### src/rtl/mem_line_burst.sv
// mem_line_burst: turns one cache-line refill or writeback into N single-word mem accesses
module mem_line_burst #(
  parameter int ADDR_LEN      = 11,
  parameter int LINE_ADDR_LEN = 3
) (
  input  logic                                  clk,
  input  logic                                  rst,
  input  logic                                  rd_req,
  input  logic                                  wr_req,
  input  logic [ADDR_LEN-LINE_ADDR_LEN-1:0]     line_addr,
  input  logic [32*(1<<LINE_ADDR_LEN)-1:0]      wr_line,
  output logic [32*(1<<LINE_ADDR_LEN)-1:0]      rd_line,
  output logic                                  gnt,
  output logic                                  busy,
  output logic [ADDR_LEN-1:0]                   mem_addr,
  output logic                                  mem_wr_req,
  output logic [31:0]                           mem_wr_data,
  input  logic [31:0]                           mem_rd_data
);
  localparam int N  = 1 << LINE_ADDR_LEN;
  localparam int LW = ADDR_LEN - LINE_ADDR_LEN;
  localparam logic [LINE_ADDR_LEN:0] LAST = (LINE_ADDR_LEN+1)'(N - 1);
  localparam logic [LINE_ADDR_LEN:0] FULL = (LINE_ADDR_LEN+1)'(N);
  typedef enum logic [1:0] {IDLE, READ, WRITE, DONE} state_t;
  state_t state, state_n;
  logic [LINE_ADDR_LEN:0] cnt;
  logic [LW-1:0] line_q;
  logic [32*N-1:0] wr_line_q;
  logic [LINE_ADDR_LEN-1:0] wr_idx, rd_idx;
  assign wr_idx = cnt[LINE_ADDR_LEN-1:0];
  assign rd_idx = LINE_ADDR_LEN'(cnt - 1'b1);
  always_comb begin
    state_n = state;
    unique case (state)
      IDLE:    state_n = wr_req ? WRITE : rd_req ? READ : IDLE;
      WRITE:   state_n = cnt == LAST ? DONE : WRITE;
      READ:    state_n = cnt == FULL ? DONE : READ;
      default: state_n = IDLE;
    endcase
  end
  // cnt freezes on the last burst cycle so mem_addr keeps its final word through DONE/IDLE
  always_ff @(posedge clk) begin
    if (rst) begin
      state     <= IDLE;
      cnt       <= '0;
      line_q    <= '0;
      wr_line_q <= '0;
      rd_line   <= '0;
    end else begin
      state <= state_n;
      if (state == IDLE && state_n != IDLE) begin
        cnt       <= '0;
        line_q    <= line_addr;
        wr_line_q <= wr_line;
      end else if ((state == READ || state == WRITE) && state_n == state) begin
        cnt <= cnt + 1'b1;
      end
      if (state == READ && cnt != '0) rd_line[32*rd_idx +: 32] <= mem_rd_data;
    end
  end
  always_comb begin
    gnt         = state == DONE;
    busy        = state != IDLE;
    mem_wr_req  = state == WRITE;
    mem_wr_data = state == WRITE ? wr_line_q[32*wr_idx +: 32] : '0;
    mem_addr    = {line_q, cnt[LINE_ADDR_LEN] ? {LINE_ADDR_LEN{1'b1}} : wr_idx};
  end
endmodule

### config.mk
export PLATFORM = sky130hd
export DESIGN_NAME = mem_line_burst
export DESIGN_NICKNAME = d
export VERILOG_FILES = /design/src/rtl/mem_line_burst.sv
export SDC_FILE = /design/constraint.sdc
export NUM_CORES = 1
export LEC_CHECK = 0
export ABC_AREA = 0
export BUFFER_PORTS_ARGS = -buffer_cell sky130_fd_sc_hd__buf_2
export CORE_MARGIN = 3
export CORE_UTILIZATION = 40
export DETAILED_ROUTE_END_ITERATION = 12
export GPL_ROUTABILITY_DRIVEN = 0
export SLEW_MARGIN = 10
export SYNTH_ARGS = -nofsm -noshare
export SYNTH_HDL_FRONTEND = slang
export SYNTH_SLANG_ARGS = --single-unit
### constraint.sdc
create_clock -name clk -period 3.9 [get_ports clk]
set_clock_uncertainty 0.2 [all_clocks]
set_input_delay 0.195 -clock clk [delete_from_list [all_inputs] [get_ports clk]]
set_output_delay 0.195 -clock clk [all_outputs]
set_load 0.05 [all_outputs]
Yosys cells after proc, flatten, opt, wreduce, memory -nomap -nowiden:

Cells that the tools add are included.

* add/subtract/negate cells: 3
* equality and inequality tests: 6
* shift operators: 3
* mux-type cells: 8
* reduce and logical (&&, ||, !) cells: 9

Operator list (count)
* $bwmux W256: 1
* $shift A32 B34 Y256 const A: 1
* $shiftx A256 B9 Y32: 1
* $shiftx A32 B34 Y256: 1
* $neg A8 Y34: 1
* $mux W32: 1
* $pmux W2 S3: 1
* $add A4 B1 Y4 const B: 1
* $eq A2 B2 Y1 const B: 2
* $eq A4 B3 Y1 const B: 1
* $eq A4 B4 Y1 const B: 1
* $mux W2: 2
* $reduce_bool A2 Y1: 2
* $reduce_bool A4 Y1: 1
* $logic_and A1 B1 Y1: 3
* $mux W3: 1
* $sub A3 B1 Y3 const B: 1
* $eq A2 B1 Y1 const B: 1
* $eq A2 B2 Y1: 1
* $logic_not A2 Y1: 1
* $mux W1: 2
* $reduce_or A2 Y1: 1
* $logic_or A1 B1 Y1: 1

* register bits after elaboration: 526
* input port bits: 300
* word-level logic and storage cells: 34

Depth between registers and ports, before layout:

Gate-level depths: netlist of run 1.

* word-level depth: 6
* gate-level depth with buffers: 14
* gate-level depth less buffers: 9

Worst setup path before layout of run 1:

No wires, ideal clock.

* path kind: flip-flop to flip-flop
* from: reg cnt[1]
* to: reg rd_line[10]
* library setup time: 0.132 ns
* arrival: 3.016 ns
* setup slack: 0.552 ns
* cell stages (with the launch flop): 14
* cells stage by stage: dfxtp_1 -> clkbuf_1 -> buf_2 -> buf_1 -> inv_1 -> ha_1 -> xor2_4 -> inv_2 -> ha_1 -> or4b_1 -> buf_2 -> buf_6 -> nand2_1 -> a21oi_1

* cells in the longest elaborated chain, start to end: 4
* elaborated cells between the ends (all ways): 7
* those cells by class: add/sub: 2; shift: 2; mux: 1; reduce/logical: 2

RTL lines
* from (decl): RTL line 26 `logic [LINE_ADDR_LEN:0] cnt;`
* from (signal assigned): RTL line 56 `cnt <= cnt + 1'b1;`
* $sub A3 B1 Y3: RTL line 31 `assign rd_idx = LINE_ADDR_LEN'(cnt - 1'b1);`
* $neg A8 Y34: RTL line 58 `if (state == READ && cnt != '0) rd_line[32*rd_idx +: 32] <= mem_rd_data;`
* $shiftx A32 B34 Y256 / $shift A32 B34 Y256 (equally long branches): RTL line 58
* $bwmux W256: RTL line 58
* to (signal, indexed assignment): RTL line 58
* to (decl): RTL line 12 `output logic [32*(1<<LINE_ADDR_LEN)-1:0] rd_line,`

Parallel ways exist; a longest one is shown, timed or not.
A chain may end at the register's enable or synchronous reset.

Worst setup path after layout of run 1:

* from: reg cnt[1]
* to: out mem_wr_data[2]

* cells in the longest elaborated chain, start to end: 2

RTL lines
* $shiftx A256 B9 Y32: RTL line 65 `mem_wr_data = state == WRITE ? wr_line_q[32*wr_idx +: 32] : '0;`
* $mux W32: RTL line 65
* to (decl): RTL line 17 `output logic [31:0] mem_wr_data,`

No other way between the ends.

==> metrics.cfg, run 1 <==
[final_layout]
drive_above_1_share_pct = 24.9
fin_cells = 4045
layout.nets = 3615
multi_input_area_mm2 = 0.00945
ff_latch_area_mm2 = 0.0105
fillers = 4637
area_growth_syn_to_layout_pct = 37.8

[routing]
routed_wl_mm = 82.0
routedWlPerCell_um = 20.3
viasPerCell = 5.30
num_vias = 21432
drt_iter0_drc = 1572
dr.pass1.iters = 5
final_antenna_net_count = 0
drc_errors = 0

[yosys]
synth_nets = 2859
yosys_warnings = 0
synth_ff_type = dfxtp_1
synth_top_area_cell = dfxtp_1
synth_fa_ha_area_share_pct = 0.587
async_reset_ff_share_pct = 0
muxShareOfSynthArea_pct = 8.26
avgSynthCellArea_um2 = 8.37
synth_simple_gate_area_share_pct = 21.9
syn_area_mm2 = 0.0213
synth_edf_count = 0
synth_top_cell_area_share_pct = 49.4
ys_top_cells_by_area = dfxtp_1 49%, nand2_1 14%, a21oi_1 12%
synth_top_family_by_area = simple AND/OR/NAND/NOR gates
synthXorXnorAreaFrac_pct = 0.170
ys_seq_area_share_pct = 49.4
synth_compound_area_share_pct = 13.1
synth_cells = 2549
ys_types = 50
synthTopCellsByCount = 820 x nand2_1, 526 x dfxtp_1, 521 x a21oi_1
synth_seq_cells = 526
synth.most_common_cell = nand2_1

[critical_path]
worst-r2r-setup-slack_ps = 460
critPathLaunchType = flip-flop
cp.arrival_ps = 3050
crit_fanout = 47
r2r_start = state[0]$_SDFF_PP0_
end_kind = output port
critical_path_class = reg -> out
r2r_cells = 7
critPathRequiredTime_ps = 3500
reg2reg_to = wr_line_q[22]$_SDFFE_PP0P_

[clock_tree]
clk_path_buf_depth = 3
cts_max_level = 2
cts_buffers = 56
clockRootBuffer = clkbuf_16
cts_setup_buffers = 0
insertion_delay_ps = 590
cts_tree = done
cts.sink_count = 526
clk_pin_slew_ps = 60

[sta]
fin_crit_sh_pct = 88.3
final_max_slew_viol_count = 0
finalSetupViolCount = 0
rsz0062_at_grt = no
fin_ws_ps = 456
finalSetupTns_ps = 0
maxSlewHeadroom_pct = 21.1
tightest_slew_ps = 1180
period_needed_ps = 3440
hold_viol_final = 0
fmax_ghz = 0.290

[placement]
dp_hpwl_mm = 55.0
io_buffer_count = 601
dp_cells = 3626
dp_slack_ps = 673

[power_and_ir_drop]
seqPwrFrac_pct = 43.7
p_int_uw = 9760
power.density_mw_per_mm2 = 454
p_switching_uw = 3580
ir_drop_uv = 313
power_frac_comb_pct = 14.5
clkPwrFrac_pct = 41.8
sw_frac_of_total_pct = 26.8
p_leak_uw = 0.0120

[global_route]
grt_pass1_wl_mm = 123
grt_pass1_vias = 20873
grt_max_degree = 255
gr-usage-all-layers_pct = 27.8
antenna_found_initial = 14
grt_overflow = 0

[floorplanning]
start_util_pct = 41.0
dieWidth_um = 237
rows = 83
core_area_mm2 = 0.0520
die_area_mm2 = 0.0561
top_level_ports = 602
die_h_um = 237

[status]
status = complete, no violations

[hold_path]
hold_start = rst
min_to = wr_line_q[118]$_SDFFE_PP0P_
hold_path_depth = 2
hold_path_class = in -> reg

[flow_run]
cap_violations = 0

## cells in the final DEF (no fill, tap or decap), types with 4 or more instances in the layout
cell,Yosys,routed
ha_1,10,10
buf_12,0,11
dfxtp_1,526,523
mux2i_1,32,32
buf_2,54,600
inv_1,7,7
mux4_2,64,64
clkbuf_16,0,58
buf_4,15,37
nand3_1,232,231
nand2_1,820,820
diode_2,0,15
a21oi_1,521,521
clkinv_2,0,11
clkbuf_8,0,14
clkbuf_1,139,7
dlygate4sd3_1,0,301
and3_1,5,4
bufinv_16,0,5
nor2b_1,35,34
## final cells by class
type / instances / share of cell area (%)
Timing Repair Buffer: 950 / 22.2
Clock buffer: 79 / 5.68
Tap cell: 680 / 2.90
Inverter: 9 / 0.115
Sequential cell: 526 / 35.9
Clock inverter: 24 / 0.924
Multi-Input combinational cell: 1762 / 32.2
Antenna cell: 15 / 0.128
## per-layer routing
layer | GRT usage [%] | part of all wire, %
met1 | 31.8 | 37
met2 | 48.5 | 50
met3 | 5.73 | 7.6
met4 | 15.1 | 5.6
met5 | 0 | 0.016
## repair_timing
item | CTS | global route
hold endpoints to repair | 524 | 0
gates resized for setup | 0 | 0
hold buffers | 301 | 0
## per-stage QoR
step	hold WS, ps	util (%)	total power [µW]	area [µm²]
after floorplan	131	-	7130	21300
after global placement	236	46.9	7580	24400
after detailed placement	241	46.9	7620	24400
after CTS	0.357	56.4	13400	29300
after global routing	34.8	56.5	13800	29400
final	2.51	56.5	13300	29400
## registers in the layout (all words and copies together) (netlist names)
name / cells
state: 2
rd_line: 256
wr_line_q: 256
cnt: 4
line_q: 8
## kinds of logic (layout without fill, tap and decap cells)
family,count (synthesis),in the layout
other,0,15
multiplexers,96,96
XOR/XNOR,2,2
flip-flops,526,526
buffers and inverters,261,1062
AND/OR/NAND/NOR,1116,1116
adder cells (fa/ha/maj),10,10
AO/OA/AOI/OAI,538,538
## worst max-delay path by stage
stage	end	startpoint	slack (ps)
after global routing	wr_line_q[22]$_SDFFE_PP0P_	state[0]$_SDFF_PP0_	250
after CTS	mem_wr_data[28]	cnt[1]$_SDFFE_PP0P_	380
after global placement	cnt[3]$_SDFFE_PP0P_	cnt[1]$_SDFFE_PP0P_	690
after floorplan	rd_line[10]$_SDFFE_PP0P_	cnt[1]$_SDFFE_PP0P_	550
final	mem_wr_data[2]	cnt[1]$_SDFFE_PP0P_	460
after detailed placement	cnt[3]$_SDFFE_PP0P_	cnt[1]$_SDFFE_PP0P_	670
## critical path, stage by stage, from the launching register on
cell	delay, ps
dfxtp_4	340
buf_4	350
buf_4	650
mux4_2	350
mux2i_1	80
nor2b_1	280
buf_2	330
## power by group through the flow
stage | clock network [µW] | registers (µW) | logic, µW
6_report | 5570 | 5820 | 1940
2_1_floorplan | 0 | 5920 | 1210
5_1_grt | 5850 | 5850 | 2110
4_1_cts | 5650 | 5820 | 1930
3_5_place_dp | 0 | 5940 | 1680
3_3_place_gp | 0 | 5920 | 1660
No activity file was read; power rests on OpenSTA's default activity.
==> run 2: changes to the inputs <==
CTS_BUF_LIST = sky130_fd_sc_hd__clkbuf_4 sky130_fd_sc_hd__clkbuf_8   (was unset)
==> metrics.cfg, run 2 (synthesis gave the netlist of run 1 again) <==
[sta]
tightest_slew_ps = 1070
fin_crit_sh_pct = 95.0
final_max_slew_viol_count = 0
maxSlewHeadroom_pct = 28.5
fmax_ghz = 0.270
hold_viol_final = 0
period_needed_ps = 3710
finalSetupTns_ps = 0
rsz0062_at_grt = no
finalSetupViolCount = 0
fin_ws_ps = 193

[clock_tree]
insertion_delay_ps = 640
clk_path_buf_depth = 3
cts_setup_buffers = 0
clk_pin_slew_ps = 60
cts_max_level = 3
cts.sink_count = 526
cts_buffers = 88
cts_tree = done
clockRootBuffer = clkbuf_8

[final_layout]
area_growth_syn_to_layout_pct = 41.8
fin_cells = 4183
top_regs = rd_line (256), wr_line_q (256), line_q (8)
layout_commonest_cell = nand2_1
fin_util_pct = 58.1
drive_above_1_share_pct = 25.5
mostFrequentLayoutCells = 820 x nand2_1, 600 x buf_2, 523 x dfxtp_1
layout.nets = 3742
finalInstanceArea_mm2 = 0.0302

[critical_path]
cpPeakStageDelay_ps = 630
critPathLaunchType = flip-flop
end_kind = flip-flop
crit_family = simple AND/OR/NAND/NOR gates
crit_chain = inv_1 -> ha_1 -> or4_1 -> and3_4 -> buf_16 -> nand2_1 -> a21oi_1 -> dlygate4sd3_1
critical_path_class = reg -> reg
critPathRequiredTime_ps = 4230
cp.arrival_ps = 4030
crit_fanout = 254
crit_path_top_delay_cell = or4_1
cp_num_buf_inv = 3

[floorplanning]
core_area_mm2 = 0.0520
start_util_pct = 41.0
die_h_um = 237
top_level_ports = 602
die_area_mm2 = 0.0561
dieWidth_um = 237
rows = 83

[placement]
io_buffer_count = 601
dp_hpwl_mm = 55.0
placed_cell_area_mm2 = 0.0244
dp_cells = 3626
dp_slack_ps = 673

[routing]
routed_wl_mm = 84.4
viasPerCell = 5.30
routedWlPerCell_um = 20.2
final_antenna_net_count = 0
num_vias = 22154
drc_errors = 0
dr.pass1.iters = 5
drt_iter0_drc = 1660

[hold_path]
hold_path_class = in -> reg

[global_route]
grt_max_degree = 255
grt_pass1_wl_mm = 127
antenna_found_initial = 11
grt_overflow = 0
grt_pass1_vias = 21981
gr-usage-all-layers_pct = 28.7

[status]
status = complete, no violations

[power_and_ir_drop]
power.density_mw_per_mm2 = 432
p_leak_uw = 0.0126
ir_drop_uv = 295

[flow_run]
cap_violations = 0

-- run 2: cell types whose count changed in the layout (fill, tap and decap cells not counted), moves of 5 or more --
cell	delta
clkinv_2	-5
clkbuf_16	-58
dlygate4sd3_1	+95
clkbuf_4	+27
clkbuf_8	+101
clkbuf_1	-7
bufinv_16	-5
diode_2	-5
-- run 2: path summary, 6_finish.rpt --
kind / from / endpoint / slack [ps] / cells past startpoint
hold / removal: wr_line[44] / wr_line_q[44]$_SDFFE_PP0P_ / 110 / 4
hold reg to reg: rd_line[152]$_SDFFE_PP0P_ / rd_line[152]$_SDFFE_PP0P_ / 250 / 2
setup reg to reg: state[1]$_SDFF_PP0_ / wr_line_q[138]$_SDFFE_PP0P_ / 190 / 8
setup / recovery: state[1]$_SDFF_PP0_ / wr_line_q[138]$_SDFFE_PP0P_ / 190 / 8
-- run 2: area by class of cell --
class	count	area [µm²]
clock inverter	9	55.1
clock buffer	142	1790
antenna	10	25.0
tap	680	851
fill	4576	21800
timing repair buffer	1045	7490
multi-input combinational	1762	9450
sequential	526	10500
inverter	9	33.8
-- run 2: metal layers --
| layer | vias up | GRT usage (%) | share of wire (%) |
|---|---|---|---|
| met1 | 10557 | 32.5 | 37 |
| li1 | 10322 | - | - |
| met5 | - | 0 | 0.015 |
| met4 | 2 | 14.6 | 5.2 |
| met2 | 1047 | 50.6 | 50 |
| met3 | 226 | 6.62 | 7.7 |
-- run 2: metrics by stage --
| stage | hold WS (ps) | power [µW] |
|---|---|---|
| finish | 112 | 13100 |
| CTS | 50.8 | 13100 |
| detailed placement | 241 | 7620 |
| global route | 77.1 | 13600 |
| global placement | 236 | 7580 |
| floorplan | 131 | 7130 |
-- run 2: report_power, final --
group,leakage [µW],internal (µW),total [µW],switching (µW)
Clock,0.000984,2880,5140,2250
Combinational,0.00737,894,2100,1200
Sequential,0.00429,5670,5830,158
-- run 2: worst min-delay path, delay by kind of cell --
| kind | cells | cell delay, ps |
|---|---|---|
| simple gates | 1 | 50 |
| compound gates | 1 | 50 |
| buf+inv | 2 | 650 |
-- run 2: what timing repair did --
item                                    4_1_cts  5_1_grt
gates resized for setup                       0        1
hold endpoints to repair                    526        0
endpoints found under the setup margin        0        1
hold buffers                                396        0
